### src/rtl/seq_mult_pkg.sv
// rtl/seq_mult_pkg.sv - shared types and widths for the sequential 8x8 multiplier
package seq_mult_pkg;

    localparam int NIBBLE_W = 4;
    localparam int PP_W     = 2 * NIBBLE_W;
    localparam int PROD_W   = 4 * NIBBLE_W;

    localparam logic [1:0] LAST_STEP = 2'd3;

    typedef enum logic [1:0] {
        IDLE = 2'd0,
        CALC = 2'd1,
        DONE = 2'd2
    } state_t;

endpackage

### src/rtl/pp_align.sv
// rtl/pp_align.sv - shifts a partial product to its weight for the current step
module pp_align #(
    parameter int NIBBLE_W = 4
) (
    input  logic [2*NIBBLE_W-1:0] pp,
    input  logic [1:0]            cnt,
    output logic [4*NIBBLE_W-1:0] term
);

    logic [4*NIBBLE_W-1:0] pp_ext;

    assign pp_ext = {{(2*NIBBLE_W){1'b0}}, pp};

    // Weight is the sum of the two selected nibble positions: 0, 1, 1, 2 nibbles.
    always_comb begin
        term = pp_ext;
        case (cnt)
            2'd0:    term = pp_ext;
            2'd3:    term = pp_ext << (2 * NIBBLE_W);
            default: term = pp_ext << NIBBLE_W;
        endcase
    end

endmodule

### src/rtl/seq_mult_accum.sv
// rtl/seq_mult_accum.sv - nibble-select sequencing and shift-accumulate of partial products
import seq_mult_pkg::*;

module seq_mult_accum #(
    parameter int NIBBLE_W = 4
) (
    input  logic                  clk,
    input  logic                  reset_n,
    input  logic                  start,
    input  logic [2*NIBBLE_W-1:0] pp_in,
    output logic                  sel_a,
    output logic                  sel_b,
    output logic [4*NIBBLE_W-1:0] product,
    output logic                  busy,
    output logic                  done
);

    state_t                state;
    logic [1:0]            cnt;
    logic [4*NIBBLE_W-1:0] acc;
    logic [4*NIBBLE_W-1:0] term;

    pp_align #(.NIBBLE_W(NIBBLE_W)) u_pp_align (
        .pp   (pp_in),
        .cnt  (cnt),
        .term (term)
    );

    always_ff @(posedge clk or negedge reset_n) begin
        if (!reset_n) begin
            state   <= IDLE;
            cnt     <= 2'd0;
            acc     <= '0;
            product <= '0;
        end else begin
            case (state)
                IDLE, DONE: begin
                    if (start) begin
                        acc   <= '0;
                        cnt   <= 2'd0;
                        state <= CALC;
                    end else begin
                        state <= IDLE;
                    end
                end
                CALC: begin
                    acc <= acc + term;
                    cnt <= cnt + 2'd1;
                    // Final step bypasses acc so product is ready on the same edge.
                    if (cnt == LAST_STEP) begin
                        product <= acc + term;
                        state   <= DONE;
                    end
                end
                default: state <= IDLE;
            endcase
        end
    end

    assign busy  = (state == CALC);
    assign done  = (state == DONE);
    assign sel_a = busy & cnt[0];
    assign sel_b = busy & cnt[1];

endmodule

### config.mk
export PLATFORM = sky130hd
export DESIGN_NAME = seq_mult_accum
export DESIGN_NICKNAME = d
export VERILOG_FILES = /design/src/rtl/seq_mult_pkg.sv /design/src/rtl/pp_align.sv /design/src/rtl/seq_mult_accum.sv
export SDC_FILE = /design/constraint.sdc
export NUM_CORES = 1
export LEC_CHECK = 0
export CORE_MARGIN = 5
export CORE_UTILIZATION = 26
export DETAILED_ROUTE_END_ITERATION = 8
export PLACE_DENSITY = 0.47
export SETUP_SLACK_MARGIN = 0.2
export SYNTH_ARGS = -nofsm -noshare
export SYNTH_HDL_FRONTEND = slang
export SYNTH_SLANG_ARGS = --single-unit
### constraint.sdc
create_clock -name clk -period 5.9 [get_ports clk]
set_input_delay 1.18 -clock clk [delete_from_list [all_inputs] [get_ports clk]]
set_output_delay 1.18 -clock clk [all_outputs]
set_load 0.05 [all_outputs]
======== After elaboration in Yosys (flattened, before gate mapping) ========
Cells that the tools add are included.
storage, ports and cells
  bits in registers ....................... 36
  bits of input ports ..................... 11
  output and inout port bits .............. 20
  logic and storage cells ................. 27
operators by class
  add/subtract/negate cells ............... 2
  equality and inequality tests ........... 5
  muxes and demuxes ....................... 8
  bitwise operators ....................... 2
  reduce and logical (&&, ||, !) cells .... 6
operator list
  kind                   number
  $pmux W16 S2           2
  $add A16 B16 Y16       1
  $mux W16               1
  $pmux W2 S2            2
  $eq A2 B2 Y1 const B   2
  $logic_not A2 Y1       2
  $mux W2                2
  $reduce_and A2 Y1      2
  $add A2 B1 Y2 const B  1
  $and A1 B1 Y1          2
  $eq A2 B1 Y1 const B   1
  $ne A2 B1 Y1 const B   1
  $ne A2 B2 Y1 const B   1
  $reduce_bool A2 Y1     1
  $reduce_or A2 Y1       1
  $mux W1                1

======== Depth between registers and ports, before layout ========
  word-level depth ........................ 4
  mapped depth ............................ 13
  mapped depth without buffers ............ 13

======== Cells and area by module ========
A second synthesis with hierarchy kept.
second synthesis, totals
  cell total of the unflattened synthesis .. 245
  area, all modules ....................... 2396.0 um^2
by module, submodules not included
  module          times used  cells each  area each (um^2)  sequential area each (um^2)
  seq_mult_accum  1           218         2203.4            900.9
  pp_align        1           27          192.7             0.0

======== Worst setup path before layout ========
Ideal clock, no wire load.
  kind .................................... in2reg
  from .................................... input port pp_in[0]
  to ...................................... register product[12]
  library setup time ...................... 0.136 ns
  data arrival time ....................... 3.022 ns
  required time ........................... 5.764 ns
  path slack .............................. 2.742 ns
  cell stages on the path ................. 10
  buffers on the path ..................... 0
  cell sequence ........................... and2_1 > ha_1 > fa_1 > a211oi_1 > o21ai_0 > or3b_1 > nor2_1 > a211oi_1 > xor2_1 > o21ai_0
between the ends
  cells in the longest elaborated chain, start to end .. 2
ends and longest elaborated chain
  element               line                  RTL
  start, declared       seq_mult_accum.sv:10  input logic [2*NIBBLE_W-1:0] pp_in,
  $pmux W16 S2          pp_align.sv:17        case (cnt)
  $add A16 B16 Y16      seq_mult_accum.sv:51  product <= acc + term;
  end signal, assigned  seq_mult_accum.sv:51
  end, declared         seq_mult_accum.sv:13  output logic [4*NIBBLE_W-1:0] product,
No other way between the ends.
A chain may end at the register's enable or synchronous reset.

======== Final worst setup path ========
Ends and elaborated chain as after synthesis.

==> impl_metrics.tcl <==
set metrics [dict create \
    status "finished, final reports clean" \
    num_vias 1792 \
    dp_hpwl_um 4230 \
    rsz0062_at_grt "no" \
    antenna_found_initial 0 \
    post-route-period-util 0.593 \
    die_h_um 102 \
    gr-usage-met2 0.181 \
    wl_per_cell_um 15.1 \
    drt_iter0_markers 77 \
    ys_seq_elements 36 \
    clock-sinks 36 \
    critPathMaxStageDelay_ns 0.43 \
    nets 297 \
    cts_inserted_buffers 5 \
    totalWireLength_um 5640 \
    yosysUniqueCellTypes 38 \
    root_buffer "clkbuf_8" \
    fmax_mhz 286 \
    cts_max_level 2 \
    track_usage 0.118 \
    syn_area_per_cell_um2 9.41 \
    fillers 868 \
    grt_use_met1 0.157 \
    insertion_delay_ns 0.29 \
    synth_nets 265 \
    die-width_um 102 \
    first_pass_iters 4 \
    max_slew_margin 0.386 \
    drc 0 \
    ctsResizeCount 0 \
    crit_path_max_fanout 3 \
    postRouteAntennaNets 0 \
    design.die.area_mm2 0.0104 \
    first_global_vias 1860 \
    crit_required_ns 6.05 \
    grt-ovfl-total 0 \
    place.gp.congestion 0.872 \
    syn2layout_area_growth_pct 22.6 \
    mostFrequentLayoutCells "nand2_1 (42), dfrtp_1 (36), clkdlybuf4s50_1 (29)" \
    critPathTopFamily "compound AO/OA/AOI/OAI gates" \
    tightest_slew_ns 0.921 \
    crit_path_start_kind "primary input" \
    io_pins 31 \
    dp_slack_ns 2.07 \
    place.port_buffers 30 \
    criticalPathCategory "in -> reg" \
    setup_viol 0 \
    cts_tree "built" \
    maxCapViolCount 0 \
    yosys_warnings 0 \
    grt_max_degree 37 \
    grt_first_pass_wirelength_um 9370 \
    initial_core_util 0.268 \
    holdWs_ns 0.457 \
    cp-end-kind "register" \
    crit_slowest_cell "clkdlybuf4s50_1" \
    hold_buffers 0 \
    crit_buf_inv 1 \
    hold_viol_final 0 \
    diodes 0 \
    rows 33 \
    clk_pin_slew_ns 0.07 \
    final.setup.tns_ns 0 \
    seq_area_frac_synth 0.407 \
    drive_above_1_share 0.0933 \
    setup_slack_ns 2.40 \
    min_period_ns 3.50 \
    arrival_ns 3.65 \
    use_met3 0.0348 \
    fin_skew_ns 0.00163 \
    vias_per_cell 4.80 \
    final_common_cell "nand2_1" \
    grt-busiest-layer "met2" \
    syn_inst 235 \
    hold_path.class "reg -> reg" \
    synth_area_mm2 0.00221 \
    cts_setup_buffers 0 \
    clockBufferDepth 2 \
    path_cells "clkdlybuf4s50_1 -> and2_1 -> ha_1 -> fa_1 -> a211oi_1 -> o21ai_0 -> or3b_1 -> nor2_1 -> a211oi_1 -> xor2_1 -> o21ai_0" \
    slew_viol_final 0 \
    core-area_mm2 0.00826 \
]
## cells in the mapped netlist
library cell  instances  area share
o22ai_1               1      0.0028
inv_1                 8       0.014
or3b_1                1      0.0040
nor2_1                8       0.014
a22o_1               13       0.052
nand2b_1              2      0.0057
and2_1                9       0.025
clkinv_1              1      0.0017
mux2_2                8       0.041
o41ai_1               1      0.0040
dfrtp_1              36        0.41
o31ai_1               2      0.0068
or3_1                 2      0.0057
a31o_2                2      0.0079
mux2i_1               1      0.0045
o21ai_2               1      0.0040
fa_1                  1      0.0091
a32o_1                1      0.0045
nor4_1                1      0.0028
a211oi_1              3       0.010
a21oi_1              12       0.027
a21oi_2               3       0.012
buf_2                 1      0.0023
nand2b_2              1      0.0040
xnor2_1               6       0.024
clkbuf_1              5      0.0085
nand3_1               5       0.011
ha_1                 18        0.10
nor3b_1               1      0.0034
nand4_1               1      0.0028
xor2_1                5       0.020
nand2_1              42       0.071
o21ai_0              23       0.052
a41o_2                1      0.0051
a21boi_0              2      0.0068
or2_2                 1      0.0028
a21o_1                4       0.014
nor2b_1               2      0.0057
## final timing paths
| kind | cells past startpoint | slack (ns) | from | endpoint |
|---|---|---|---|---|
| min in group asynchronous | 1 | 0.99 | reset_n | product[15] |
| max | 11 | 2.40 | pp_in[0] | product[12] |
| min reg2reg | 1 | 0.46 | state[1] | state[0] |
| max reg2reg | 13 | 2.46 | cnt[0] | product[12] |
| min | 1 | 0.46 | state[1] | state[0] |
| max in group asynchronous | 1 | 4.39 | reset_n | product[5] |
## final cells by class
type	count	area, µm²	area share
clock buffer	8	90.1	0.0332
inverter	9	33.8	0.0125
sequential	36	901	0.332
timing repair buffer	31	303	0.112
multi-input combinational	184	1250	0.462
tap	105	131	0.0485
## routing by layer
metal,wire [µm],share of wire
met1,2790,0.49
met4,127,0.023
met5,0,0
met2,2460,0.44
met3,266,0.047
## state kept, by name, indices dropped and copies added, names as in the netlist
| name | flops |
|---|---|
| acc | 16 |
| cnt | 2 |
| product | 16 |
| state | 2 |
## kinds of logic after synthesis
logic type      synth area share
simple gates               0.158
compound gates             0.208
flops                      0.407
fa+ha+maj                  0.111
buf+inv                   0.0260
xor+xnor                  0.0436
mux                       0.0453
## per-stage QoR
| step | utilization | area [µm²] | std cells |
|---|---|---|---|
| global route | 0.328 | 2710 | 373 |
| finish | 0.328 | 2710 | 373 |
| floorplan | - | 2210 | 235 |
| CTS | 0.328 | 2710 | 373 |
| detailed placement | 0.317 | 2620 | 365 |
| global placement | 0.317 | 2620 | 365 |
Power is left out: the tool's default activity adds up to more than one toggle a clock period on the data nets, which glitch-free logic cannot reach.
==> RTL edit, RTL diff (config.mk and constraints unchanged) <==
`NIBBLE_W` is set to 4 in 3 places; all go to 6.
--- a/src/rtl/seq_mult_pkg.sv
+++ b/src/rtl/seq_mult_pkg.sv
@@ -3,3 +3,3 @@
 
-    localparam int NIBBLE_W = 4;
+    localparam int NIBBLE_W = 6;
     localparam int PP_W     = 2 * NIBBLE_W;
--- a/src/rtl/pp_align.sv
+++ b/src/rtl/pp_align.sv
@@ -2,3 +2,3 @@
 module pp_align #(
-    parameter int NIBBLE_W = 4
+    parameter int NIBBLE_W = 6
 ) (
--- a/src/rtl/seq_mult_accum.sv
+++ b/src/rtl/seq_mult_accum.sv
@@ -4,3 +4,3 @@
 module seq_mult_accum #(
-    parameter int NIBBLE_W = 4
+    parameter int NIBBLE_W = 6
 ) (
Ports: changed (resized pp_in and product); port bits go from 31 to 43. The function was not compared with the original's and may differ.
==> RTL edit against the unedited design <==
Worst setup slack worse by 0.45 ns. Worst hold slack better by 0.020 ns. Synthesized area is 58% higher. Routed wire length is 74% higher. Sequential cell count is 16 higher. Register-to-register slack worse by 0.50 ns. Clock skew is 0.0084 ns higher. Cell area is 55% higher. Largest cell class unchanged. Highest routed layer unchanged.
Power is not shown: default switching activity piles up to over one toggle a cycle in this logic, so the estimate is an artifact.
==> RTL edit: results (changes against the unedited design) <==
reg-to-reg startpoint cnt[0]; first-pass GRT wire length 16,000 µm (+71%); worst-margin pin slew 1.08 ns (+0.162 ns); biggest regs acc x24, product x24; Buffers, non-clock 46 (+48%); setup bufs post-CTS 0 (unchanged); count leader, synth nand2_1; PostCTS Resize Cnt 0 (unchanged); Root Buffer clkbuf_16; GRT Overall Usage 0.125 (+0.00745); Synth Area in Adders 0.0951 (-0.0158); mux cell area share after synthesis 0.0325 (-0.0127); share of layout cells above drive strength 1 0.0785 (-0.0148); Worst Hold Class reg -> reg; fillcell total 1,392 (+60%); Post-DP HPWL 7360 µm (+74%); top cells by area, synth dfrtp_1, ha_1, nand2_1, o21ai_0, a22o_1; pre-CTS setup slack 1.77 ns (-0.300 ns); final setup margin 1.96 ns (-0.447 ns); slowest CP cell ha_1; number of I/O port buffers 42 (+40%); Clock-cell share 0.0354 (+0.00213); CP Capture Point product[18]; nonclk inv count 10 (+1); Post-synth top flop dfrtp_1; GPL Wtd Cong 0.911 (+4.5%); depth of the CTS H-tree 2 (unchanged); sequential share of the synthesized area 0.372 (-0.0356); crit-path max cell delay 0.69 ns (+0.26 ns); synthesized net count 444 (+68%); final wirelength 9820 µm (+74%); skew final 0.00999 ns (+0.00837 ns); comb_multi_in 317 (+72%); vias 2,953 (+65%); Seq cells post-synth 52 (+44%); hold depth 2 (+1); post-synthesis cell type count 53 (+39%); number of global-route vias before repair 2,905 (+56%); CP delay by family, top adder cells; Hold Path Sink product[5]; Post-synth top cells nand2_1, dfrtp_1, o21ai_0; WP data arrival 4.10 ns (+0.45 ns); XOR/XNOR Fraction of Synth Area 0.0565 (+0.0129); register area 0.00130 mm² (+44%); CP Max Fanout 25 (+22); antenna violations before repair 0 (unchanged); DRT iter0 DRCs 131 (+70%); clkbuf count 6 (-2); drt first pass iters 4 (unchanged); Setup CP Type reg -> reg; pin count of the biggest net entering global routing 53 (+43%); worst hold slack 0.478 ns (+0.0204 ns); Compound-Gate Fraction of Synth Area 0.218 (+0.00947); multi-input logic area 0.00206 mm² (+64%); Nets 473 (+59%); buffer share of cell area 0.106 (-0.00591); min-delay src product[5]; status completed
## RTL edit: cell count changes after synthesis, moves of 5 or more
cell / delta
nor2_1: +8
xor2_1: +5
ha_1: +7
clkbuf_1: +9
dfrtp_1: +16
buf_2: +9
nand2_1: +39
a21oi_1: +8
o21ai_0: +23
nor3_1: +6
## RTL edit: cells by family (layout without fill, tap and decap cells)
| group | count (synthesis) | count (layout) |
|---|---|---|
| AND/OR/NAND/NOR | 144 | 144 |
| AO/OA/AOI/OAI | 116 | 116 |
| flip-flops | 52 | 52 |
| buffers and inverters | 34 | 64 |
| adder cells (fa/ha/maj) | 26 | 26 |
| XOR/XNOR | 21 | 21 |
| multiplexers | 10 | 10 |
## RTL edit: per-stage QoR
stage,instances,area [µm²]
2_1_floorplan,403,3500
3_3_place_gp,601,4060
3_5_place_dp,601,4060
4_1_cts,609,4210
5_1_grt,609,4210
6_report,609,4210
## RTL edit: metal layers
layer,routed length [µm],GRT usage
met5,0,0
met1,5000,0.177
met3,388,0.0296
met4,78,0.0303
met2,4360,0.194
